## src/rtl/demux_pkg.sv

```systemverilog
// Shared constants and types for the buffered 1-to-2 word demultiplexer.
package demux_pkg;

  localparam int WIDTH = 16;
  localparam int DEPTH = 2;
  localparam int PTR_W = $clog2(DEPTH);
  localparam int CNT_W = PTR_W + 1;

  typedef logic [WIDTH-1:0] word_t;

  typedef enum logic {
    SEL_A = 1'b0,
    SEL_B = 1'b1
  } sel_t;

endpackage

```

## src/rtl/fifo_sync_16b.sv

```systemverilog
// Single-clock FIFO with async active-low reset; head reads as zero while empty.
module fifo_sync_16b #(
  parameter int WIDTH = demux_pkg::WIDTH,
  parameter int DEPTH = demux_pkg::DEPTH
) (
  input  logic                       clk,
  input  logic                       rst_n,
  input  logic                       push,
  input  logic [WIDTH-1:0]           data,
  input  logic                       pop,
  output logic                       full,
  output logic                       empty,
  output logic [WIDTH-1:0]           head,
  output logic [$clog2(DEPTH):0]     count
);

  localparam int PW = $clog2(DEPTH);
  localparam int CW = PW + 1;

  logic [WIDTH-1:0] mem [DEPTH];
  logic [PW-1:0]    rd_ptr;
  logic [PW-1:0]    wr_ptr;
  logic             do_push;
  logic             do_pop;

  assign full    = (count == CW'(DEPTH));
  assign empty   = (count == '0);
  // A pop request on an empty FIFO and a push into a full one are both no-ops.
  assign do_push = push && !full;
  assign do_pop  = pop && !empty;
  assign head    = empty ? '0 : mem[rd_ptr];

  always_ff @(posedge clk) begin
    if (do_push) mem[wr_ptr] <= data;
  end

  always_ff @(posedge clk or negedge rst_n) begin
    if (!rst_n) begin
      rd_ptr <= '0;
      wr_ptr <= '0;
      count  <= '0;
    end else begin
      if (do_push) wr_ptr <= wr_ptr + PW'(1);
      if (do_pop)  rd_ptr <= rd_ptr + PW'(1);
      if (do_push && !do_pop)      count <= count + CW'(1);
      else if (do_pop && !do_push) count <= count - CW'(1);
    end
  end

  a_count_bound: assert property (@(posedge clk) disable iff (!rst_n) count <= CW'(DEPTH));

endmodule

```

## src/rtl/demux1to2_16b_buf.sv

```systemverilog
// Steers an input word stream into one of two output FIFOs; each output drains independently.
module demux1to2_16b_buf #(
  parameter int WIDTH = demux_pkg::WIDTH,
  parameter int DEPTH = demux_pkg::DEPTH
) (
  input  logic             clkpos,
  input  logic             rstn,
  input  logic             vdd,
  input  logic             vss,
  input  logic [WIDTH-1:0] in,
  input  logic             in_sel,
  input  logic             in_valid,
  output logic             in_ready,
  output logic [WIDTH-1:0] a,
  output logic             a_valid,
  input  logic             a_ready,
  output logic [WIDTH-1:0] b,
  output logic             b_valid,
  input  logic             b_ready
);

  import demux_pkg::*;

  logic                  full_a, full_b;
  logic                  empty_a, empty_b;
  logic                  push_a, push_b;
  logic                  accept;
  logic [$clog2(DEPTH):0] count_a, count_b;
  sel_t                  sel;
  logic                  unused_ties;

  assign unused_ties = vdd ^ vss;
  assign sel         = sel_t'(in_sel);

  // Handshake: a word moves on a rising edge when valid and ready are both high.
  // in_ready looks only at the selected FIFO's registered fill, never at consumer readies.
  assign in_ready = rstn && !((sel == SEL_B) ? full_b : full_a);
  assign accept   = in_valid && in_ready;
  assign push_a   = accept && (sel == SEL_A);
  assign push_b   = accept && (sel == SEL_B);

  assign a_valid = !empty_a;
  assign b_valid = !empty_b;

  fifo_sync_16b #(.WIDTH(WIDTH), .DEPTH(DEPTH)) u_fifo_a (
    .clk   (clkpos),
    .rst_n (rstn),
    .push  (push_a),
    .data  (in),
    .pop   (a_ready),
    .full  (full_a),
    .empty (empty_a),
    .head  (a),
    .count (count_a)
  );

  fifo_sync_16b #(.WIDTH(WIDTH), .DEPTH(DEPTH)) u_fifo_b (
    .clk   (clkpos),
    .rst_n (rstn),
    .push  (push_b),
    .data  (in),
    .pop   (b_ready),
    .full  (full_b),
    .empty (empty_b),
    .head  (b),
    .count (count_b)
  );

endmodule

```

## config.mk

```make
export PLATFORM = sky130hd
export DESIGN_NAME = demux1to2_16b_buf
export DESIGN_NICKNAME = d
export VERILOG_FILES = /design/src/rtl/demux_pkg.sv /design/src/rtl/fifo_sync_16b.sv /design/src/rtl/demux1to2_16b_buf.sv
export SDC_FILE = /design/constraint.sdc
export NUM_CORES = 1
export LEC_CHECK = 0
export ABC_AREA = 1
export BUFFER_PORTS_ARGS = -buffer_cell sky130_fd_sc_hd__buf_2
export CORE_MARGIN = 5
export CORE_UTILIZATION = 50
export DETAILED_ROUTE_END_ITERATION = 8
export GPL_TIMING_DRIVEN = 0
export PLACE_DENSITY = 0.78
export SYNTH_ARGS = -nofsm -noshare
export SYNTH_HDL_FRONTEND = slang
export SYNTH_HIERARCHICAL = 1
export SYNTH_SLANG_ARGS = --single-unit
```

## constraint.sdc

```tcl
create_clock -name clkpos -period 5.31 [get_ports clkpos]
set_clock_uncertainty 0.2 [all_clocks]
set_input_delay 0 -clock clkpos [delete_from_list [all_inputs] [get_ports clkpos]]
set_output_delay 0 -clock clkpos [all_outputs]
set_load 0.05 [all_outputs]
```

==> results.sh <==
export IMPL_fp_coreArea_um2=5920
export IMPL_stdcell_count=414
export IMPL_wirelength_um=6370
export IMPL_max_freq_mhz=356
export IMPL_clkLatencyLatePin_ns=0.33
export IMPL_tns_ns=0
export IMPL_maxCapViolations=0
export IMPL_multiInputGateArea_um2=736
export IMPL_clock_sinks=72
export IMPL_min_period_over_period=0.529
export IMPL_cp_required_ns=5.06
export IMPL_arrival_ns=2.56
export IMPL_drc_errors=0
export IMPL_fin_area_um2=3820
export IMPL_grt_max_degree=17
export IMPL_drive_gt1_frac=0.330
export IMPL_slew_headroom=0.390
export IMPL_reg2reg_depth=8
export IMPL_drv_slew=0
export IMPL_p_sw_frac=0.495
export IMPL_yosysWarnings=6
export IMPL_hpwl_um=4140
export IMPL_p_total_mw=2.33
export IMPL_syn_inst=243
export IMPL_min_period_ns=2.81
export IMPL_clockBufferDepth=2
export IMPL_finalHoldViolCount=0
export IMPL_p_clk_frac=0.150
export IMPL_cts_buffers_inserted=9
export IMPL_cts_clk_slew_worst_paths_ns=0.07
export IMPL_setup_viol=0
export IMPL_routed_via_count=2035
export IMPL_rsz0062_at_grt="false"
export IMPL_dp_cells=375
export IMPL_rrSetupSlack_ns=2.50
export IMPL_powerDensity_nw_per_um2=610
export IMPL_area_growth_pct=25.3
export IMPL_synth_cell_types=22
export IMPL_final_antenna_net_count=0
export IMPL_gp_congestion=0.742
export IMPL_initial_core_util=0.515
export IMPL_first_iter_violations=107
export IMPL_synth_area_um2=3050
export IMPL_crit_path_end_kind="flip-flop"
export IMPL_syn_nets=269
export IMPL_layout_common_cells="81 x nand2_1, 64 x edfxtp_1, 56 x buf_2, 23 x dlygate4sd3_1, 18 x a21oi_2"
export IMPL_endpoint="u_fifo_a/mem[1][13]$_DFFE_PP_"
export IMPL_leakagePower_nw=1.56
export IMPL_overflow=0
export IMPL_post_place_ws_ns=2.95
export IMPL_finalWorstSetupSlack_ns=2.50
export IMPL_fin_hold_ws_ns=0.214
export IMPL_track_usage=0.175
export IMPL_dr_pass1_iters=4
export IMPL_die_w_um=88.1
export IMPL_cts_htree_levels=3
export IMPL_critPathLaunchType="flip-flop"
export IMPL_worst_slew_pin_slew_ns=0.915
export IMPL_final_util=0.646
export IMPL_placed_area_um2=3440
export IMPL_wl_per_cell_um=15.4
export IMPL_cts_resized=0
export IMPL_grt_pass1_wl_um=9940
export IMPL_r2r_end="u_fifo_a/mem[1][13]$_DFFE_PP_"
export IMPL_critPathKind="reg2reg"
export IMPL_synth_seq_cells=72
export IMPL_syn_avg_cell_area_um2=12.6
export IMPL_grt_pass1_vias=2109
export IMPL_startpoint="u_fifo_b/count[1]$_DFFE_PN0P_"
export IMPL_hold_class="in2reg"
export IMPL_die_area_um2=7770
export IMPL_r2r_start="u_fifo_b/count[1]$_DFFE_PN0P_"
export IMPL_ios=59
export IMPL_status="complete, no violations"
export IMPL_n_antenna_cell=0
export IMPL_net_switching_power_mw=1.16
export IMPL_ys_seq_area_frac=0.695
export IMPL_final_seq_area_um2=2120
export IMPL_die_h_um=88.1
export IMPL_irDropWorstVdd_v=0.000452
export IMPL_via_per_inst=4.92
export IMPL_p_int_mw=1.18
export IMPL_port_buffers=56
export IMPL_rows=28
export IMPL_path_max_fanout=16
export IMPL_antenna_found_initial=0
export IMPL_final_common_cell="nand2_1"
export IMPL_n_fill_cell=437
export IMPL_seqPwrFrac=0.306
export IMPL_nets=360
export IMPL_cts_tree="built"
export IMPL_power_frac_comb=0.544
export IMPL_cts_root_buf="clkbuf_8"
[cells by family (layout without fill, tap and decap cells)]
kind of cell,Yosys count,count (layout),synth area share
adder cells (fa/ha/maj),2,2,0.00820
XOR/XNOR,2,2,0.00574
flip-flops,72,72,0.695
AO/OA/AOI/OAI,36,36,0.0812
buffers and inverters,29,125,0.0644
AND/OR/NAND/NOR,102,102,0.145
[synthesized netlist by cell type, drive strengths merged]
cell type	instances	area [µm²]
nand3b	2	15.0
nor2	10	62.6
a21oi	32	228
nand2	84	323
buf	10	120
nand3	2	10.0
o21ai	4	20.0
edfxtp	64	1920
nand4	3	25.0
dfrtp	8	200
ha	2	25.0
xnor2	2	17.5
and3	1	7.51
inv	19	76.3
[power groups by stage]
stage	clock [mW]	sequential, mW	combinational (mW)
finish	0.350	0.714	1.27
global route	0.381	0.719	1.34
CTS	0.354	0.714	1.28
detailed placement	0	0.727	1.26
global placement	0	0.724	1.24
floorplan	0	0.722	0.985
[routing by layer]
layer  global-route usage  share of wire  wire, µm
met5                    0              0         0
met4               0.0879          0.018       114
met3               0.0386          0.048       307
met2                0.295           0.51      3270
met1                0.214           0.42      2680
[worst max-delay path, cell delays in order, from the launching register on]
cell           delay [ns]
dfrtp_1              0.44
inv_2                0.11
nor2_2               0.05
nand2_1              0.08
nand4_2              0.10
nor2_1               0.09
dlygate4sd3_1        0.56
o21ai_1              0.10
nor2_2               0.70
[flip-flops by register name, summed over array words and instances, names as in the netlist]
signal / cells
u_fifo_a/wr_ptr: 1
u_fifo_b/mem: 32
u_fifo_a/mem: 32
u_fifo_b/rd_ptr: 1
u_fifo_a/count: 2
u_fifo_b/wr_ptr: 1
u_fifo_b/count: 2
u_fifo_a/rd_ptr: 1
[worst min-delay path by stage]
stage,startpoint,slack [ns],to,cells past startpoint
after global placement,rstn,-0.33,u_fifo_a/wr_ptr$_DFFE_PN0P_,1
after floorplan,rstn,-0.50,u_fifo_a/count[0]$_DFFE_PN0P_,0
final,in[8],0.21,u_fifo_a/mem[1][8]$_DFFE_PP_,2
after detailed placement,rstn,-0.33,u_fifo_b/wr_ptr$_DFFE_PN0P_,1
after global routing,in[8],0.21,u_fifo_a/mem[1][8]$_DFFE_PP_,2
after CTS,in[10],0.20,u_fifo_a/mem[1][10]$_DFFE_PP_,2
[repair_timing]
action                     in CTS  in global routing
hold endpoints to repair       78                  0
hold buffers                   23                  0
setup endpoints to repair       0                  0
setup buffers                   0                  0
[area by class of cell]
class | count | area share
Buffer | 10 | 0.0314
Clock inverter | 5 | 0.00622
Inverter | 19 | 0.0200
Multi-Input combinational cell | 142 | 0.192
Tap cell | 75 | 0.0245
Clock buffer | 11 | 0.0343
Sequential cell | 72 | 0.555
Timing Repair Buffer | 80 | 0.136
Power figures use the tool's default switching activity.
